==> src/rtl/pong_pkg.sv <==
// rtl/pong_pkg.sv - shared types and constants for the pong paddle controller
package pong_pkg;

  typedef enum logic [1:0] {
    MODE_Y    = 2'd0,
    MODE_X    = 2'd1,
    MODE_INVX = 2'd2
  } paddle_mode_t;

  typedef enum logic {
    ST_ANALOG  = 1'b0,
    ST_DIGITAL = 1'b1
  } chan_state_t;

  localparam int JOY_R = 0;
  localparam int JOY_L = 1;
  localparam int JOY_D = 2;
  localparam int JOY_U = 3;

  localparam logic [7:0] PADDLE_CENTER = 8'h80;

  // Encoding 3 is not a real mode; it falls back to the Y axis.
  function automatic paddle_mode_t decode_mode(input logic [1:0] m);
    case (m)
      2'd1:    return MODE_X;
      2'd2:    return MODE_INVX;
      default: return MODE_Y;
    endcase
  endfunction

endpackage

==> src/rtl/paddle_chan.sv <==
// rtl/paddle_chan.sv - one player's analog/digital paddle arbiter and position accumulator
import pong_pkg::*;

module paddle_chan #(
  parameter int STEP         = 4,
  parameter int ACCEL_FRAMES = 15,
  parameter int DEADZONE     = 12
) (
  input  logic        clk,
  input  logic        reset,
  input  logic        tick,
  input  logic [1:0]  mode,
  input  logic [15:0] analog,
  input  logic [3:0]  joy,
  output logic [7:0]  vpos,
  output logic        src
);

  localparam int HW = $clog2(ACCEL_FRAMES + 1);
  localparam logic [HW-1:0] HOLD_MAX = HW'(ACCEL_FRAMES);
  localparam logic [8:0] STEP_LO = 9'(STEP);
  localparam logic [8:0] STEP_HI = 9'(2 * STEP);
  localparam logic [8:0] DZ      = 9'(DEADZONE);

  chan_state_t   state, state_n;
  paddle_mode_t  pmode;
  logic [7:0]    vpos_n, anchor, anchor_n, amap, stepped;
  logic [HW-1:0] hold, hold_n, hold_eff, hold_inc;
  logic [1:0]    mode_q, mode_q_n;
  logic          dir_q, dir_q_n, inc, dec, move;
  logic [8:0]    step, sum, diff, dev;

  always_comb begin
    pmode = decode_mode(mode);
    amap  = analog[15:8] + 8'h80;
    inc   = joy[JOY_D];
    dec   = joy[JOY_U];
    case (pmode)
      MODE_X: begin
        amap = analog[7:0] + 8'h80;
        inc  = joy[JOY_R];
        dec  = joy[JOY_L];
      end
      MODE_INVX: begin
        amap = analog[7:0] ^ 8'h7F;
        inc  = joy[JOY_L];
        dec  = joy[JOY_R];
      end
      default: ;
    endcase
  end

  // hold is zero after any idle tick, so dir_q only matters while a press continues.
  assign move     = inc ^ dec;
  assign hold_eff = (dir_q == inc) ? hold : '0;
  assign step     = (hold_eff == HOLD_MAX) ? STEP_HI : STEP_LO;
  assign hold_inc = (hold_eff == HOLD_MAX) ? HOLD_MAX : hold_eff + 1'b1;
  assign sum      = {1'b0, vpos} + step;
  assign diff     = {1'b0, vpos} - step;
  assign dev      = (amap >= anchor) ? ({1'b0, amap} - {1'b0, anchor})
                                     : ({1'b0, anchor} - {1'b0, amap});

  always_comb begin
    stepped = 8'h00;
    if (inc) stepped = sum[8] ? 8'hFF : sum[7:0];
    else     stepped = ({1'b0, vpos} < step) ? 8'h00 : diff[7:0];
  end

  always_comb begin
    state_n  = state;
    vpos_n   = vpos;
    anchor_n = anchor;
    hold_n   = hold;
    mode_q_n = mode_q;
    dir_q_n  = dir_q;
    if (tick) begin
      mode_q_n = mode;
      if (mode != mode_q) begin
        state_n = ST_ANALOG;
        vpos_n  = amap;
        hold_n  = '0;
      end else if (move) begin
        state_n  = ST_DIGITAL;
        vpos_n   = stepped;
        anchor_n = amap;
        hold_n   = hold_inc;
        dir_q_n  = inc;
      end else begin
        hold_n = '0;
        if (state == ST_ANALOG) begin
          vpos_n = amap;
        end else if (dev > DZ) begin
          state_n = ST_ANALOG;
          vpos_n  = amap;
        end
      end
    end
  end

  always_ff @(posedge clk or posedge reset) begin
    if (reset) begin
      state  <= ST_ANALOG;
      vpos   <= PADDLE_CENTER;
      anchor <= PADDLE_CENTER;
      hold   <= '0;
      mode_q <= 2'd0;
      dir_q  <= 1'b0;
    end else begin
      state  <= state_n;
      vpos   <= vpos_n;
      anchor <= anchor_n;
      hold   <= hold_n;
      mode_q <= mode_q_n;
      dir_q  <= dir_q_n;
    end
  end

  assign src = (state == ST_DIGITAL);

endmodule

==> src/rtl/paddle_ctrl.sv <==
// rtl/paddle_ctrl.sv - frame-tick generator and two independent paddle channels
import pong_pkg::*;

module paddle_ctrl #(
  parameter int STEP         = 4,
  parameter int ACCEL_FRAMES = 15,
  parameter int DEADZONE     = 12
) (
  input  logic        clk_sys,
  input  logic        reset,
  input  logic        vblank,
  input  logic [1:0]  mode1,
  input  logic [1:0]  mode2,
  input  logic [15:0] analog1,
  input  logic [15:0] analog2,
  input  logic [3:0]  joy1,
  input  logic [3:0]  joy2,
  output logic [7:0]  paddle1_vpos,
  output logic [7:0]  paddle2_vpos,
  output logic        src1,
  output logic        src2
);

  logic vblank_q;
  logic tick;

  // Resetting to 1 suppresses a spurious tick when reset releases inside vblank.
  always_ff @(posedge clk_sys or posedge reset) begin
    if (reset) vblank_q <= 1'b1;
    else       vblank_q <= vblank;
  end

  assign tick = vblank & ~vblank_q;

  paddle_chan #(.STEP(STEP), .ACCEL_FRAMES(ACCEL_FRAMES), .DEADZONE(DEADZONE)) u_chan1 (
    .clk    (clk_sys),
    .reset  (reset),
    .tick   (tick),
    .mode   (mode1),
    .analog (analog1),
    .joy    (joy1),
    .vpos   (paddle1_vpos),
    .src    (src1)
  );

  paddle_chan #(.STEP(STEP), .ACCEL_FRAMES(ACCEL_FRAMES), .DEADZONE(DEADZONE)) u_chan2 (
    .clk    (clk_sys),
    .reset  (reset),
    .tick   (tick),
    .mode   (mode2),
    .analog (analog2),
    .joy    (joy2),
    .vpos   (paddle2_vpos),
    .src    (src2)
  );

endmodule

==> config.mk <==
export PLATFORM = sky130hd
export DESIGN_NAME = paddle_ctrl
export DESIGN_NICKNAME = d
export VERILOG_FILES = /design/src/rtl/pong_pkg.sv /design/src/rtl/paddle_chan.sv /design/src/rtl/paddle_ctrl.sv
export SDC_FILE = /design/constraint.sdc
export NUM_CORES = 1
export LEC_CHECK = 0
export ABC_AREA = 1
export CAP_MARGIN = 0
export CORE_UTILIZATION = 28
export CTS_CLUSTER_DIAMETER = 200
export DETAILED_ROUTE_END_ITERATION = 8
export PLACE_DENSITY = 0.48
export SETUP_SLACK_MARGIN = 0.1
export SLEW_MARGIN = 20
export SYNTH_ARGS = -nofsm -noshare
export SYNTH_HDL_FRONTEND = slang
export SYNTH_HIERARCHICAL = 1
export SYNTH_SLANG_ARGS = --single-unit
==> constraint.sdc <==
create_clock -name clk_sys -period 2.8 [get_ports clk_sys]
set_clock_uncertainty 0.05 [all_clocks]
set_input_delay 0.28 -clock clk_sys [delete_from_list [all_inputs] [get_ports clk_sys]]
set_output_delay 0.28 -clock clk_sys [all_outputs]
set_load 0.02 [all_outputs]
==> impl_metrics.json, run 1 <==
{
  "max_freq_mhz": 350,
  "grt_pass1_vias": 5429,
  "seq_power_share_pct": 17.7,
  "yosysWarnings": 6,
  "p_clk_share_pct": 12.6,
  "cellPowerDensity_mw_per_mm2": 750,
  "cts_made_buffers": 5,
  "cp_top_family": "simple AND/OR/NAND/NOR gates",
  "cts.htree.levels": 2,
  "detailed_place_hpwl_um": 12900,
  "place_inst": 1258,
  "layout_common_cells": "208 x nand2_1, 132 x buf_4, 114 x inv_1",
  "ir_worst_vdd_uv": 312,
  "gp_congestion": 0.845,
  "grt_pass1_wl_um": 26200,
  "rsz0062_at_grt": "yes",
  "post-route-period-util_pct": 102,
  "ios": 65,
  "hold_path.class": "primary input to flip-flop",
  "drc_errors": 0,
  "max_stage_delay_ns": 0.35,
  "synth_edf_count": 0,
  "clock_sinks": 49,
  "vias": 5703,
  "drt_iter0_drc": 198,
  "status": "complete, but fails checks",
  "postLayoutCoreUtil_pct": 44.3,
  "mostFrequentLayoutCell": "nand2_1",
  "fillers": 1992,
  "slew_headroom_pct": 71.5,
  "r2r-start": "u_chan1/dir_q$_DFFE_PP0P_",
  "hold_violations": 0,
  "track_usage_pct": 16.4,
  "antenna_left": 0,
  "power_frac_comb_pct": 69.8,
  "critPathKind": "primary input to flip-flop",
  "fp-row-count": 51,
  "p_total_w": 0.00645,
  "end_kind": "flip-flop",
  "grt_antenna_before_repair": 0,
  "path_common_cell": "inv_2",
  "min_period_ns": 2.86,
  "setup_ws_ns": -0.0566,
  "drv_cap": 0,
  "die_x_um": 143,
  "clk_pin_slew_worst_paths_ns": 0.07,
  "viasPerCell": 4.39,
  "crit_required_ns": 2.95,
  "cpMaxStageDelayCell": "fa_2",
  "gr-total-overflow": 0,
  "cp.arrival_ns": 3.00,
  "ys_types": 46,
  "synth_area_per_cell_um2": 6.65,
  "synth_nets": 937,
  "pre_cts_ws_ns": -0.887,
  "synth_seq_cells": 49,
  "syn_inst": 832,
  "drtPass1Iterations": 4,
  "p_leak_nw": 4.08,
  "yosys.area.top_type": "dfrtp_1",
  "worstSetupStartpoint": "mode1[1]",
  "chipHeight_um": 143,
  "area_delta_synth_final_pct": 55.3,
  "synthArstFlopShare_pct": 100,
  "p_sw_w": 0.00297,
  "synthTopCellsByArea": "dfrtp_1 20%, nand2_1 15%, ha_1 11%",
  "io_buffers": 64,
  "cts_root_buf": "clkbuf_16",
  "drv_slew": 0,
  "p_int_w": 0.00348,
  "ys_seq_area_share_pct": 22.3,
  "synth_area_mm2": 0.00554,
  "cts_tree": "yes",
  "violations": "setup timing",
  "worstMarginPinSlew_ns": 0.428,
  "synth_top_area_share_pct": 19.9,
  "wl_per_cell_um": 12.6,
  "final_layout_size_suffix_gt1_share_pct": 33.3,
  "cp_max_fo": 6,
  "drt-total-wl_um": 16400,
  "tns_ns": -0.163,
  "cp.buffers_inverters": 8,
  "swShare_pct": 46.0,
  "startpoint_type": "primary input",
  "num-nets-final": 1137,
  "die-area_mm2": 0.0203,
  "clk_path_buf_depth": 2,
  "synth_flop_cell": "dfrtp_1",
  "instances_no_fill": 1298,
  "grt_start_max_net_pins": 25,
  "coreArea_mm2": 0.0194,
  "clk-insertion-delay-late_ns": 0.30,
  "min_from": "mode2[0]",
  "initial_core_util_pct": 28.5,
  "setup_viol": 3,
  "num_antenna_cells": 0
}
## synthesized netlist by cell type (7+ instances only)
library cell and instances:
nand3_1 48, and2_1 15, xnor2_1 7, ha_1 50
inv_1 137, a21oi_1 22, dfrtp_1 44, buf_2 9
o21ai_2 10, nand2_2 20, nor2_1 57, o211ai_1 22
nand4_1 13, o21ai_0 59, fa_1 8, inv_2 8
xor2_1 11, nand2_1 223
## power groups by stage
stage          clock network, W  registers [W]  logic (W)
2_1_floorplan                 0        0.00114    0.00258
3_3_place_gp                  0        0.00113    0.00389
3_5_place_dp                  0        0.00113    0.00388
4_1_cts                0.000844        0.00113    0.00417
5_1_grt                0.000867        0.00118    0.00507
6_report               0.000811        0.00114    0.00450
## path summary, 6_finish.rpt
kind | to | slack [ns] | cells past startpoint
setup / recovery | u_chan1/vpos[0]$_DFFE_PP0P_ | -0.06 | 26
hold / removal | u_chan2/mode_q[0]$_DFFE_PP0P_ | 0.19 | 3
setup reg to reg | u_chan1/vpos[0]$_DFFE_PP0P_ | 0.11 | 20
hold reg to reg | u_chan1/vpos[0]$_DFFE_PP0P_ | 0.43 | 2
max in group asynchronous | u_chan1/vpos[7]$_DFFE_PP1P_ | 2.04 | 3
min in group asynchronous | vblank_q$_DFF_PP1_ | 0.28 | 2
## layer usage
layer	part of all wire, %	global-route usage, %	wire length, µm	vias to the layer above
li1	-	-	-	3055
met1	46	20.3	7520	2565
met2	50	30.1	8280	74
met3	3.0	2.58	489	9
met4	0.67	2.89	110	0
met5	0	0	0	-
## layout make-up
cell class | instances | area (µm²) | share of cell area, %
Multi-Input combinational cell | 618 | 4360 | 50.7
Timing Repair Buffer | 212 | 1870 | 21.7
Sequential cell | 49 | 1230 | 14.3
Clock buffer | 5 | 125 | 1.46
Clock inverter | 3 | 65.1 | 0.757
Inverter | 146 | 611 | 7.10
Tap cell | 265 | 332 | 3.86
## logic make-up (layout without fill, tap and decap cells)
logic type               Yosys count  in the layout  share of synthesized area [%]
adder cells (fa/ha/maj)           58             58                           14.2
multiplexers                       1              1                          0.181
AO/OA/AOI/OAI                    139            139                           15.4
AND/OR/NAND/NOR                  400            402                           32.5
flip-flops                        49             49                           22.3
XOR/XNOR                          18             18                           2.85
buffers and inverters            167            366                           12.7
## sequential cells by signal, summed over array words and instances (netlist names), 2 cells and up
| signal | count |
|---|---|
| u_chan1/vpos | 8 |
| u_chan1/hold | 4 |
| u_chan2/vpos | 8 |
| u_chan2/hold | 4 |
| u_chan1/anchor | 8 |
| u_chan1/mode_q | 2 |
| u_chan2/mode_q | 2 |
| u_chan2/anchor | 8 |
## worst register-to-register path: stages (launching register included)
cell     delay [ns]
dfrtp_1        0.42
inv_1          0.08
nand2_2        0.06
nand2_4        0.10
nor2_4         0.05
ha_4           0.16
nand3_4        0.10
buf_6          0.11
ha_4           0.12
inv_2          0.04
fa_2           0.36
inv_2          0.08
nand2_4        0.05
nor2_4         0.12
nand3_2        0.08
inv_2          0.09
nor2_2         0.04
a22oi_2        0.26
nand3_2        0.11
nand2_1        0.07
nand2_1        0.04
## metrics by stage
step	hold slack (ns)	cell area [µm²]
floorplan	0.120	5800
global placement	0.415	7530
detailed placement	0.418	7530
CTS	0.273	8110
global route	0.174	8600
finish	0.186	8600
## repair_timing
action,CTS,global route
resized for setup,99,93
pin swaps,62,65
hold buffers,0,0
setup buffers,13,20
cloned,1,1
endpoints found under the setup margin,18,18
Power figures use the tool's default switching activity.
==> inputs of run 2 (changes only) <==
--- a/config.mk
+++ b/config.mk
@@ -6,11 +6,10 @@
 export NUM_CORES = 1
 export LEC_CHECK = 0
 export ABC_AREA = 1
-export CAP_MARGIN = 0
-export CORE_UTILIZATION = 28
+export CORE_UTILIZATION = 45
 export CTS_CLUSTER_DIAMETER = 200
 export DETAILED_ROUTE_END_ITERATION = 8
-export PLACE_DENSITY = 0.48
+export PLACE_DENSITY = 0.7
 export SETUP_SLACK_MARGIN = 0.1
 export SLEW_MARGIN = 20
 export SYNTH_ARGS = -nofsm -noshare
==> run 2 against run 1 <==
The run still ends with setup timing left. First-iteration DRC count increased by 120%. Via count up 6.5%. Setup slack worse by 0.017 ns. Non-clock buffer count rose by 4. Register-to-register slack barely moved. Sequential power about the same. Cell count decreased by 8.8%.
==> impl_metrics.json, run 2 (synthesized netlist as in run 1, its figures left out) <==
{
  "startpoint_type": "primary input",
  "grt_pass1_vias": 5749,
  "setup_ws_ns": -0.0734,
  "drt_iter0_drc": 437,
  "rsz0062_at_grt": "yes",
  "grt_pass1_wl_um": 26600,
  "holdWs_ns": 0.193,
  "drt-total-wl_um": 17300,
  "ios": 65,
  "cellPowerDensity_mw_per_mm2": 763,
  "pre_cts_ws_ns": -0.916,
  "clk_pin_slew_worst_paths_ns": 0.08,
  "worstSetupStartpoint": "mode1[1]",
  "cts.htree.levels": 2,
  "wl_per_cell_um": 14.6,
  "area_delta_synth_final_pct": 54.0,
  "drtPass1Iterations": 5,
  "use_met2_pct": 47.6,
  "cts_tree": "yes",
  "coreArea_mm2": 0.0120,
  "cts_root_buf": "clkbuf_16",
  "hold_violations": 0,
  "viasPerCell": 5.13,
  "io_buffers": 64,
  "status": "complete, but fails checks",
  "grt_start_max_net_pins": 25,
  "r2r_setup_slack_ns": 0.11,
  "clock_sinks": 49,
  "cts_made_buffers": 5,
  "num_antenna_cells": 0,
  "critPathKind": "primary input to flip-flop",
  "worstMarginPinSlew_ns": 0.764,
  "vias": 6075,
  "drv_cap": 0,
  "cp_max_fo": 6,
  "gr-total-overflow": 0,
  "r2r-start": "u_chan1/dir_q$_DFFE_PP0P_",
  "clk_path_buf_depth": 2,
  "critPathCapture": "u_chan1/vpos[1]$_DFFE_PP0P_",
  "cp.arrival_ns": 3.02,
  "chipHeight_um": 113,
  "violations": "setup timing",
  "r2r-end": "u_chan1/vpos[1]$_DFFE_PP0P_",
  "num-nets-final": 1141,
  "p_total_w": 0.00650,
  "slew_headroom_pct": 49.0,
  "track_usage_pct": 26.0,
  "initial_core_util_pct": 46.1,
  "ir_worst_vdd_uv": 336,
  "max_freq_mhz": 348,
  "detailed_place_hpwl_um": 12100,
  "crit_required_ns": 2.95,
  "end_kind": "flip-flop",
  "drv_slew": 0,
  "busiest_layer": "met2",
  "die-area_mm2": 0.0128,
  "hold_path.class": "primary input to flip-flop",
  "use_met3_pct": 3.48,
  "post-route-period-util_pct": 103,
  "antenna_left": 0,
  "gp_congestion": 0.950,
  "grt_util_met1_pct": 31.1,
  "mostFrequentLayoutCell": "nand2_1",
  "setup_viol": 3,
  "fp-row-count": 40,
  "drc_errors": 0,
  "final_layout_size_suffix_gt1_share_pct": 36.1,
  "clk-insertion-delay-late_ns": 0.31,
  "grt_antenna_before_repair": 0,
  "p_leak_nw": 4.09,
  "min_period_ns": 2.87,
  "reg2regPathDepth": 19,
  "layout_common_cells": "193 x nand2_1, 138 x buf_4, 110 x inv_1",
  "die_x_um": 113
}
run 2: layout make-up:
type	count	area, µm²
tap	147	184
inverter	146	611
clock inverter	3	28.8
multi-input combinational	618	4480
clock buffer	5	125
fill	918	3490
timing repair buffer	216	1870
sequential	49	1230
run 2: worst max-delay path, cell delays in order:
cell and delay [ns]:
buf_8 0.11, inv_4 0.05, ha_4 0.14, clkinv_4 0.06, o221ai_4 0.20, o21ai_4 0.10
inv_2 0.07, nand2_2 0.06, nand2_4 0.09, nor2_4 0.05, ha_4 0.16, nand3_4 0.14
ha_4 0.16, inv_2 0.03, fa_2 0.34, inv_2 0.07, nand2_4 0.05, nor2_4 0.10
nand3_2 0.09, inv_2 0.10, nor2_2 0.05, a22oi_2 0.24, nand3_1 0.12, nand2_1 0.08
nand2_1 0.05
run 2: power breakdown:
part	total, W	internal (W)	switching [W]
clock	0.000658	0.000343	0.000314
sequential	0.00114	0.000916	0.000225
combinational	0.00470	0.00209	0.00261
run 2: worst min path at each step:
stage	slack, ns	start	end	cells after the start
after detailed placement	0.43	u_chan2/vpos[1]$_DFFE_PP0P_	u_chan2/vpos[1]$_DFFE_PP0P_	2
after CTS	0.27	reset	vblank_q$_DFF_PP1_	2
after global placement	0.43	u_chan2/vpos[1]$_DFFE_PP0P_	u_chan2/vpos[1]$_DFFE_PP0P_	2
after floorplan	0.12	reset	vblank_q$_DFF_PP1_	1
final	0.19	mode2[0]	u_chan2/mode_q[0]$_DFFE_PP0P_	3
after global routing	0.21	mode2[0]	u_chan2/mode_q[0]$_DFFE_PP0P_	3
run 2: per-layer routing:
layer  share of wire (%)  up-vias
met5                   0        -
met4                 3.0        0
met3                 3.8       40
met2                  51      172
met1                  42     2801
li1                    -     3062
run 2: timing repair:
action	in CTS	in global routing
setup buffers	34	16
hold endpoints to repair	0	0
hold buffers	0	0
gates resized for setup	99	130
pin swaps	64	65
cloned	3	0
endpoints found under the setup margin	18	19
run 2: per-stage QoR:
| stage | TNS (ns) | std cells | area (µm²) | utilization (%) |
|---|---|---|---|---|
| final | -0.157 | 1184 | 8520 | 71.0 |
| after global routing | -1.47 | 1184 | 8520 | 71.0 |
| after CTS | -0.416 | 1173 | 8010 | 66.7 |
| after detailed placement | -15.87 | 1128 | 7290 | 60.7 |
| after global placement | -14.44 | 1128 | 7290 | 60.7 |
| after floorplan | -2.87 | 832 | 5800 | - |
==> inputs of run 3 (changes only) <==
--- a/config.mk
+++ b/config.mk
@@ -9,7 +9,8 @@
 export CORE_UTILIZATION = 45
 export CTS_CLUSTER_DIAMETER = 200
 export DETAILED_ROUTE_END_ITERATION = 8
-export PLACE_DENSITY = 0.7
+export PLACE_DENSITY = 0.71
+export RECOVER_POWER = 25
 export SETUP_SLACK_MARGIN = 0.1
 export SLEW_MARGIN = 20
 export SYNTH_ARGS = -nofsm -noshare
==> run 3 against run 2 <==
Hold slack better by 0.019 ns. Critical path type unchanged. Combinational power fell by 3%. Global-route usage is 0.52 points lower. Total power decreased by 2.1%. Clock power barely moved. Critical path depth is 4 lower. The flow still finishes with violations (setup timing).
==> impl_metrics.json, run 3 (synthesized netlist as in run 1, its figures left out) <==
{
  "initial_core_util_pct": 46.1,
  "hold_violations": 0,
  "ir_worst_vdd_uv": 400,
  "gr-total-overflow": 0,
  "cts_root_buf": "clkbuf_16",
  "cts_made_buffers": 5,
  "coreArea_mm2": 0.0120,
  "chipHeight_um": 113,
  "min_period_ns": 2.85,
  "hold_path.class": "primary input to flip-flop",
  "end_kind": "flip-flop",
  "worstMarginPinSlew_ns": 1.41,
  "setup_ws_ns": -0.0525,
  "setup_viol": 5,
  "grt_pass1_vias": 5788,
  "startpoint_type": "primary input",
  "crit_required_ns": 3.00,
  "layout_common_cells": "207 x nand2_1, 138 x buf_4, 115 x inv_1",
  "p_leak_nw": 4.08,
  "pre_cts_ws_ns": -0.902,
  "reg2regPathDepth": 15,
  "grt_pass1_wl_um": 26000,
  "io_buffers": 64,
  "num-nets-final": 1143,
  "cts_tree": "yes",
  "post-route-period-util_pct": 102,
  "fin_area_mm2": 0.00842,
  "cp_max_fo": 4,
  "cts.htree.levels": 2,
  "die-area_mm2": 0.0128,
  "fillers": 941,
  "clk-insertion-delay-late_ns": 0.31,
  "detailed_place_hpwl_um": 11800,
  "postCtsHoldBufs": 0,
  "viasPerCell": 5.05,
  "dpl_cell_area_mm2": 0.00732,
  "wl_per_cell_um": 13.8,
  "track_usage_pct": 25.5,
  "area_delta_synth_final_pct": 52.1,
  "fp-row-count": 40,
  "drc_errors": 0,
  "gp_congestion": 0.902,
  "min_delay_path_depth": 3,
  "drv_slew": 0,
  "status": "complete, but fails checks",
  "drtPass1Iterations": 5,
  "slew_headroom_pct": 6.20,
  "grt_start_max_net_pins": 25,
  "antenna_left": 0,
  "grt_antenna_before_repair": 0,
  "ios": 65,
  "clk_pin_slew_worst_paths_ns": 0.08,
  "clock_sinks": 49,
  "mostFrequentLayoutCell": "nand2_1",
  "drt-total-wl_um": 16400,
  "drt_iter0_drc": 358,
  "final_layout_size_suffix_gt1_share_pct": 34.0,
  "violations": "setup timing",
  "die_x_um": 113,
  "num_antenna_cells": 0,
  "vias": 5990,
  "cellPowerDensity_mw_per_mm2": 756,
  "cp.arrival_ns": 3.05,
  "max_freq_mhz": 351,
  "rsz0062_at_grt": "yes",
  "drv_cap": 0,
  "critPathKind": "primary input to flip-flop",
  "clk_path_buf_depth": 2
}
run 3: cell count changes in the layout (fill, tap and decap cells not counted), moves of 4 or more:
cell	before	now
nand2_1	193	207
nand2_2	40	27
and2_1	12	7
ha_4	27	22
and2_4	3	8
inv_2	23	19
inv_1	110	115
ha_1	22	26
run 3: power breakdown:
part           total, W  leakage, nW  switching [W]  internal [W]
clock network  0.000655       0.0763       0.000312      0.000343
registers       0.00114        0.618       0.000221      0.000916
logic           0.00457         3.39        0.00251       0.00206
run 3: layout make-up:
cell class | instances | area (µm²) | share of cell area (%)
clock buffer | 5 | 125 | 1.49
multi-input combinational | 618 | 4360 | 51.8
timing repair buffer | 218 | 1870 | 22.2
tap | 147 | 184 | 2.18
inverter | 146 | 616 | 7.31
clock inverter | 3 | 28.8 | 0.342
sequential | 49 | 1230 | 14.6
run 3: per-layer routing:
layer	routed length (µm)	track usage, %	part of all wire [%]
met5	0	0	0
met4	373	9.82	2.3
met3	608	4.39	3.7
met2	8600	47.1	52
met1	6820	29.4	42
run 3: metrics by stage:
step	power, W	setup TNS (ns)	instances	hold slack, ns	util (%)
floorplan	0.00372	-2.87	832	0.120	-
global route	0.00692	-1.62	1186	0.251	70.1
detailed placement	0.00492	-16.10	1133	0.421	60.9
CTS	0.00589	-0.510	1171	0.254	66.7
finish	0.00636	-0.141	1186	0.212	70.1
global placement	0.00487	-14.59	1133	0.414	60.9
run 3: final timing paths:
| path | start | slack, ns | endpoint |
|---|---|---|---|
| max in group asynchronous | reset | 1.00 | u_chan1/anchor[2]$_DFFE_PP0P_ |
| hold reg to reg | u_chan1/vpos[0]$_DFFE_PP0P_ | 0.42 | u_chan1/vpos[0]$_DFFE_PP0P_ |
| hold / removal | mode1[0] | 0.21 | u_chan1/mode_q[0]$_DFFE_PP0P_ |
| setup / recovery | mode2[0] | -0.05 | u_chan2/vpos[7]$_DFFE_PP1P_ |
| setup reg to reg | u_chan2/dir_q$_DFFE_PP0P_ | 0.14 | u_chan2/vpos[6]$_DFFE_PP0P_ |
| min in group asynchronous | reset | 0.39 | vblank_q$_DFF_PP1_ |
run 3: timing repair:
| action | 4_1_cts | 5_1_grt |
|---|---|---|
| setup buffers | 28 | 17 |
| gates resized for setup | 113 | 83 |
| pin swaps | 75 | 76 |
| endpoints found under the hold margin | 0 | 0 |
| endpoints found under the setup margin | 18 | 22 |
| gates cloned | 2 | 0 |
run 3: critical path: stages:
cell	delay [ns]
buf_6	0.07
buf_8	0.12
inv_12	0.03
ha_4	0.27
inv_6	0.04
o21ai_4	0.18
inv_2	0.08
nand2_2	0.09
nand2_4	0.08
nor2_4	0.14
ha_4	0.16
nand3_4	0.14
ha_4	0.21
fa_2	0.36
nand4_1	0.13
nand2_2	0.12
a21oi_2	0.13
o21ai_1	0.09
o21ai_1	0.09
o21ai_1	0.10
o21ai_2	0.13
